[src/rtl/cpu_mem_bridge_pkg.sv]
// Shared definitions for the CPU-to-SoC-bus memory bridge.
package cpu_mem_bridge_pkg;

    typedef enum logic [1:0] {
        BRIDGE_IDLE = 2'd0,
        BRIDGE_REQ  = 2'd1,
        BRIDGE_RESP = 2'd2
    } bridge_state_e;

    localparam logic [3:0] WSTRB_READ = 4'b0000;

endpackage

[src/rtl/cpu_mem_bridge_bus_watchdog.sv]
// Cycle counter that flags a bus request left unanswered for TIMEOUT_CYCLES cycles.
module bus_watchdog #(
    parameter int unsigned TIMEOUT_CYCLES = 1023,
    parameter int unsigned CNT_WIDTH      = 10
) (
    input  logic clk,
    input  logic resetn,
    input  logic clear,
    input  logic run,
    output logic expired
);

    localparam bit                   LP_ENABLE = (TIMEOUT_CYCLES != 0);
    localparam logic [CNT_WIDTH-1:0] LP_LAST   =
        LP_ENABLE ? CNT_WIDTH'(TIMEOUT_CYCLES - 1) : '0;

    logic [CNT_WIDTH-1:0] r_cnt;
    logic                 w_at_last;

    assign w_at_last = (r_cnt == LP_LAST);

    // Counter parks on the last value so expiry stays asserted until cleared.
    always_ff @(posedge clk) begin
        if (!resetn) begin
            r_cnt <= '0;
        end else if (clear) begin
            r_cnt <= '0;
        end else if (run && !w_at_last) begin
            r_cnt <= r_cnt + 1'b1;
        end
    end

    assign expired = LP_ENABLE & w_at_last;

endmodule

[src/rtl/cpu_mem_bridge.sv]
// Registers one CPU memory request onto a valid/ready bus and returns the
// slave response (or a watchdog access fault) as a one-cycle ready pulse.
module cpu_mem_bridge
    import cpu_mem_bridge_pkg::*;
#(
    parameter int unsigned TIMEOUT_CYCLES = 1023,
    parameter int unsigned CNT_WIDTH      = 10
) (
    input  logic        clk,
    input  logic        resetn,
    input  logic        cpu_valid,
    input  logic [31:0] cpu_addr,
    input  logic [31:0] cpu_wdata,
    input  logic [3:0]  cpu_wstrb,
    output logic        cpu_ready,
    output logic [31:0] cpu_rdata,
    output logic        cpu_fault,
    output logic        bus_valid,
    output logic [31:0] bus_addr,
    output logic [31:0] bus_wdata,
    output logic [3:0]  bus_wstrb,
    input  logic        bus_ready,
    input  logic [31:0] bus_rdata
);

    bridge_state_e r_state;
    bridge_state_e w_next;
    logic          w_accept;
    logic          w_wait;
    logic          w_expired;

    assign w_accept = (r_state == BRIDGE_IDLE) && cpu_valid;
    assign w_wait   = (r_state == BRIDGE_REQ) && !bus_ready;

    bus_watchdog #(
        .TIMEOUT_CYCLES (TIMEOUT_CYCLES),
        .CNT_WIDTH      (CNT_WIDTH)
    ) u_watchdog (
        .clk     (clk),
        .resetn  (resetn),
        .clear   (w_accept),
        .run     (w_wait),
        .expired (w_expired)
    );

    always_ff @(posedge clk) begin
        if (!resetn) begin
            r_state <= BRIDGE_IDLE;
        end else begin
            r_state <= w_next;
        end
    end

    always_comb begin
        w_next = r_state;
        case (r_state)
            BRIDGE_IDLE: if (cpu_valid) w_next = BRIDGE_REQ;
            BRIDGE_REQ:  if (bus_ready || w_expired) w_next = BRIDGE_RESP;
            BRIDGE_RESP: w_next = BRIDGE_IDLE;
            default:     w_next = BRIDGE_IDLE;
        endcase
    end

    always_comb begin
        bus_valid = (r_state == BRIDGE_REQ);
        cpu_ready = (r_state == BRIDGE_RESP);
    end

    // bus_ready is tested before expiry so a same-cycle answer completes normally.
    always_ff @(posedge clk) begin
        if (!resetn) begin
            bus_addr  <= '0;
            bus_wdata <= '0;
            bus_wstrb <= '0;
            cpu_rdata <= '0;
            cpu_fault <= 1'b0;
        end else begin
            if (w_accept) begin
                bus_addr  <= cpu_addr;
                bus_wdata <= cpu_wdata;
                bus_wstrb <= cpu_wstrb;
            end
            if (r_state == BRIDGE_REQ) begin
                if (bus_ready) begin
                    cpu_rdata <= bus_rdata;
                    cpu_fault <= 1'b0;
                end else if (w_expired) begin
                    cpu_rdata <= '0;
                    cpu_fault <= 1'b1;
                end
            end
        end
    end

endmodule

[config.mk]
export PLATFORM = sky130hd
export DESIGN_NAME = cpu_mem_bridge
export DESIGN_NICKNAME = d
export VERILOG_FILES = /design/src/rtl/cpu_mem_bridge_pkg.sv /design/src/rtl/cpu_mem_bridge_bus_watchdog.sv /design/src/rtl/cpu_mem_bridge.sv
export SDC_FILE = /design/constraint.sdc
export NUM_CORES = 1
export LEC_CHECK = 0
export BUFFER_PORTS_ARGS = -buffer_cell sky130_fd_sc_hd__buf_2
export CAP_MARGIN = 20
export CORE_UTILIZATION = 45
export DETAILED_ROUTE_END_ITERATION = 8
export PLACE_DENSITY = 0.78
export SLEW_MARGIN = 20
export SYNTH_ARGS = -nofsm -noshare
export SYNTH_HDL_FRONTEND = slang
export SYNTH_SLANG_ARGS = --single-unit
[constraint.sdc]
create_clock -name clk -period 1.65 [get_ports clk]
set_input_delay 0.165 -clock clk [delete_from_list [all_inputs] [get_ports clk]]
set_output_delay 0.165 -clock clk [all_outputs]
set_load 0.01 [all_outputs]
# After elaboration in Yosys (flattened, before gate mapping)
# Cells that the tools add are included.
[classes]
n_addsub = 1
muxes = 7
n_reduce_logical = 11
n_eq_ne = 5
bitwise = 1
[ops]
columns = ["cell", "count"]
rows = [
  ["$mux W32", 2],
  ["$add A10 B1 Y10 const B", 1],
  ["$eq A10 B10 Y1 const B", 1],
  ["$mux W2", 2],
  ["$pmux W2 S2", 1],
  ["$reduce_and A2 Y1", 2],
  ["$logic_and A1 B1 Y1", 3],
  ["$eq A2 B1 Y1 const B", 1],
  ["$eq A2 B2 Y1 const B", 1],
  ["$logic_not A1 Y1", 2],
  ["$logic_not A2 Y1", 1],
  ["$mux W1", 2],
  ["$ne A2 B1 Y1 const B", 1],
  ["$ne A2 B2 Y1 const B", 1],
  ["$reduce_bool A2 Y1", 1],
  ["$reduce_or A2 Y1", 1],
  ["$logic_or A1 B1 Y1", 1],
  ["$not A1 Y1", 1],
]
[word_totals]
out_inout_bits = 103
inputBits = 104
reg_bits = 113
word_cells = 32

# Depth between registers and ports, before layout
[depth]
ltp_word = 4
ltp_mapped = 7
mapped_depth_nobuf = 6

# By module
# Synthesis repeated with hierarchy kept, for this count alone.
[unflattened]
cells_unflattened = 448
area_unflattened_um2 = 4093.9
[by_module_without_submodules]
columns = ["mod", "cells_per_inst", "area_each_um2", "seq_area_each_um2", "n_inst"]
rows = [
  ["cpu_mem_bridge", 390, 3565.9, 2062.0, 1],
  ["bus_watchdog", 58, 528.0, 200.2, 1],
]

# Worst setup path after synthesis
# No wires, ideal clock.
[synth_path]
kind = "register to register"
from = "register u_watchdog.r_cnt[0]"
to = "register u_watchdog.r_cnt[7]"
path_stages_with_launch = 7
setup_time_ns = 0.070
path_buffers = 0
required_ns = 1.580
arrival_time_ns = 1.464
slack_ns = 0.117
synth_period_minus_slack_ns = 1.533
path_cell_list = "dfxtp_1 > inv_1 > ha_1 > nand3_1 > o311ai_4 > or4_1 > a21oi_1"
[synth_via]
elab_chain_cells = 3
elab_cells_between_ends = 4
classes_between = "add/sub (1); eq/ne (1); reduce/logical (2)"
[synth_lines]
columns = ["element", "line", "rtl"]
rows = [
  ["from (decl)", "cpu_mem_bridge_bus_watchdog.sv:17", "logic [CNT_WIDTH-1:0] r_cnt;"],
  ["from (signal assigned)", "cpu_mem_bridge_bus_watchdog.sv:29", "r_cnt <= r_cnt + 1'b1;"],
  ["branches (longest 3 deep; another with $add A10 B1 Y10)", "--", ""],
]
# Several ways; the timed one is not identified.
# A chain may end at the register's enable or synchronous reset.

# Worst setup path in the final report
[layout_path]
from = "register u_watchdog.r_cnt[0]"
to = "register cpu_rdata[16]"
[layout_via]
elab_chain_cells = 3
[layout_lines]
columns = ["element", "line", "rtl"]
rows = [
  ["$eq A10 B10 Y1", "cpu_mem_bridge_bus_watchdog.sv:20", "assign w_at_last = (r_cnt == LP_LAST);"],
  ["$reduce_bool A2 Y1 (no source line)", "--", ""],
  ["$reduce_and A2 Y1 (no source line)", "--", ""],
  ["to (signal assigned)", "cpu_mem_bridge.sv:85", "cpu_rdata <= bus_rdata;"],
  ["to (decl)", "cpu_mem_bridge.sv:16", "output logic [31:0] cpu_rdata,"],
]
# No other way between the ends.

==> run_results.csv <==
group,metric,value,unit
power,p_clk_share,49.9,%
power,peakVddDrop,723.0,uV
power,power_dissipated_by_switching_net_loads,1.897,mW
layout,finish.utilization,80.53,%
clocking,cts.reportedPaths.clkPinSlew,0.05,ns
floorplanning,fp.dieW,98.31,um
clocking,cts-root-buf,"sky130_fd_sc_hd__clkbuf_8",
drt,drt_pre_antenna_iters,7,
floorplanning,die_area,9665,um2
logic_synthesis,synthesis.area_per_instance,8.184,um2
logic_synthesis,synth_ff_type,"sky130_fd_sc_hd__dfxtp_1",
run_status,status,"finished, violations left",
logic_synthesis,yosys.area_share.xor_xnor,0.4197,%
global_route,wire_length_of_the_first_global_routing_pass,23870,um
placed_design,place.port_buffers,206,
logic_synthesis,yosys-mux-area-fraction,0,%
floorplanning,coreArea,8848,um2
logic_synthesis,yosys_warnings,0,
timing,relSlewSlack,72.50,%
timing,final-setup-viol-count,0,
setup_path,crit_path_max_fanout,13,
global_route,antenna_found_initial,0,
timing,timing_worst_slew_pin_value,0.4118,ns
drt,drc,15,
placed_design,place_worst_setup_slack,-0.01733,ns
flow_run,cap_violations,0,
clocking,cts_made_buffers,17,
drt,vias_per_cell,5.336,
logic_synthesis,yosys.area.top_type_share,54.20,%
logic_synthesis,synthesis.instances,510,
logic_synthesis,yosys-top-cells-area,"sky130_fd_sc_hd__dfxtp_1, sky130_fd_sc_hd__nand2_1, sky130_fd_sc_hd__a21oi_1",
power,cell_internal_pwr,6.016,mW
clocking,cts_tree,"done",
power,sw_frac_of_total,23.98,%
clocking,ctsLongestPathBuffers,2,
timing,final_hold_vios,0,
timing,whs,0.1720,ns
global_route,grt_overflow,0,
logic_synthesis,synth_seq_area_share,54.20,%
logic_synthesis,synth_top_family_by_area,"simple AND/OR/NAND/NOR gates",
setup_path,worstPathArrival,2.04,ns
power,power_frac_seq,37.3,%
clocking,numClockSinks,113,
drt,post_drt_wl_per_cell,16.28,um
timing,finalMaxSlewViolations,0,
layout,antennaDiodeCount,0,
global_route,grt_use_total,31.25,%
timing,min_period_over_period,98.92,%
run_status,failed_checks,"design-rule violations",
logic_synthesis,synth_fa_ha_area_share,0.5995,%
floorplanning,std_cell_rows,34,
layout,fill_cells,509,
timing,postLayoutSetupSlackWorst,0.01787,ns
timing,final_period_minus_worst_setup_slack,1.632,ns
timing,rsz0062_at_grt,"yes",
logic_synthesis,synth_cell_type_count,41,
logic_synthesis,ys_ff_latch,113,
logic_synthesis,synthMostInstantiatedCell,"sky130_fd_sc_hd__nand2_1",
global_route,grt_max_degree,69,
power,power_density,1111,nW/um2
drt,initialDrtViolationCount,263,
layout,layout-area-overhead-vs-synth,70.71,%
layout,final_area,7126,um2
setup_path,worst_setup_path_start_kind,"flip-flop",
floorplanning,initial_utilization,47.17,%
worst_hold_path,hold_class,"primary input to flip-flop",
setup_path,crit_path_top_delay_cell,"sky130_fd_sc_hd__dfxtp_2",
placed_design,dpl_cell_area,5380,um2
logic_synthesis,synth_enable_flop_cells,0,
setup_path,endpoint_kind,"flip-flop",
layout,nNetsFinal,923,
power,combinationalPowerShare,12.9,%
logic_synthesis,synth-simple-area-share,20.50,%
timing,finalClockSkew,0.01248,ns
setup_path,worst-endpoint-required,2.06,ns
logic_synthesis,ys_top_cells_by_count,"sky130_fd_sc_hd__nand2_1, sky130_fd_sc_hd__dfxtp_1, sky130_fd_sc_hd__a21oi_1",
global_route,grt_pass1_vias,5044,
logic_synthesis,synth_compound_gate_area_share,20.29,%
power,cellLeakagePower,3.213,nW
logic_synthesis,async_s_r_ff_share_synth,0,%
timing,maxClockFrequency,612.7,MHz
clocking,clock_insertion_delay_worst_skew,0.50,ns
logic_synthesis,synth_nets,616,
clocking,htree_levels,4,
setup_path,crit_path_cell_trace,"inv_2, ha_4, and3_4, a31oi_4, buf_4, buf_12, o21ai_0, a21oi_1",
logic_synthesis,synth_top_area_cell,"sky130_fd_sc_hd__dfxtp_1",
drt,wirelength,15270,um
placed_design,place.detailed.hpwl,7675,um
setup_path,timing.critical_path.slowest_cell_delay,0.34,ns
setup_path,timing.setup.critical_path_class,"flip-flop to flip-flop",
logic_synthesis,synthesis.area,4174,um2
drt,dr_total_vias,5005,
floorplanning,die_h,98.31,um
drt,final_antenna_net_count,0,
placed_design,gp_routability_congestion,0.8772,
floorplanning,io_pins,207,
layout,post_route_cells_drive_above_1_share,33.61,%
[power groups by stage]
stage | Combinational (mW) | Clock, mW | Sequential (mW)
6_report | 1.02 | 3.95 | 2.95
5_1_grt | 1.09 | 4.10 | 2.96
4_1_cts | 0.962 | 3.97 | 2.94
3_5_place_dp | 0.760 | 0 | 3.00
3_3_place_gp | 0.742 | 0 | 2.99
2_1_floorplan | 0.318 | 0 | 3.06
[state kept, by name, summed over array words and instances (netlist names)]
name,cells
bus_addr,32
bus_wdata,32
cpu_rdata,32
u_watchdog.r_cnt,10
bus_wstrb,4
r_state,2
cpu_fault,1
[area by class of cell]
cell class | count | area, um2 | share of cell area [%]
repair buffers | 323 | 2266 | 31.80
flip-flops and latches | 113 | 2271 | 31.87
well taps | 108 | 135.1 | 1.896
clock inverters | 13 | 210.2 | 2.950
inverters | 6 | 25.02 | 0.3512
clock buffers | 19 | 431.7 | 6.058
multi-input cells | 356 | 1787 | 25.07
[path summary, 6_finish.rpt]
kind                                           end                        startpoint  slack [ns]  cells past startpoint
setup / recovery        cpu_rdata[16]$_SDFFE_PN0P_  u_watchdog.r_cnt[0]$_SDFFE_PP0P_        0.02                      8
hold / removal    u_watchdog.r_cnt[8]$_SDFFE_PP0P_                         bus_ready        0.17                      3
setup reg to reg        cpu_rdata[16]$_SDFFE_PN0P_  u_watchdog.r_cnt[0]$_SDFFE_PP0P_        0.02                      8
hold reg to reg          bus_addr[13]$_SDFFE_PN0P_         bus_addr[13]$_SDFFE_PN0P_        0.45                      2
[metal layers]
layer	routed length (um)	track usage (%)	share of wire (%)
met1	5619	33.30	37
met2	7789	55.74	51
met3	1438	9.950	9.4
met4	423	15.27	2.8
met5	0	0	0
[what timing repair did]
item                                    in CTS  in global routing
buffers inserted                             2                  2
gates resized for setup                      7                 14
pin swaps                                    1                  7
endpoints found under the setup margin      30                 37
hold buffers                               101                  0
gates cloned                                 1                  0
hold endpoints to repair                   102                  0
[cell families after synthesis]
group | after synthesis
AO/OA/AOI/OAI | 152
XOR/XNOR | 2
adder cells (fa/ha/maj) | 2
buffers and inverters | 41
flip-flops | 113
AND/OR/NAND/NOR | 200
[worst max-delay path: cells and delay by family, from the launching register on]
kind                       cells  cell delay (ns)
and+or+nand+nor                1             0.19
buffers and inverters          3             0.34
DFF                            1             0.34
AOI/OAI and AO/OA              3             0.51
adders and majority gates      1             0.17
[through the flow]
stage / total power [mW] / std cells / setup TNS, ns
4_1_cts: 7.875 / 937 / 0
5_1_grt: 8.155 / 938 / -0.06116
6_report: 7.913 / 938 / 0
2_1_floorplan: 3.376 / 510 / 0
3_3_place_gp: 3.731 / 801 / 0
3_5_place_dp: 3.755 / 801 / -0.07248
[cell usage in the layout, fill, tap and decap left out, drive strengths merged, types with 2 or more instances in the layout]
cell,n
inv,5
o311ai,2
clkinvlp,2
a31oi,3
clkbuf,19
bufinv,5
o31ai,2
and4b,2
a211oi,2
xnor2,2
nor2,4
and4,2
buf,221
nand3,3
a21oi,105
o21ai,35
nor3,3
or4,3
dlygate4sd3,101
dfxtp,113
clkinv,7
nand2,173
ha,2
or3,2
No activity file was read; power rests on OpenSTA's default activity.
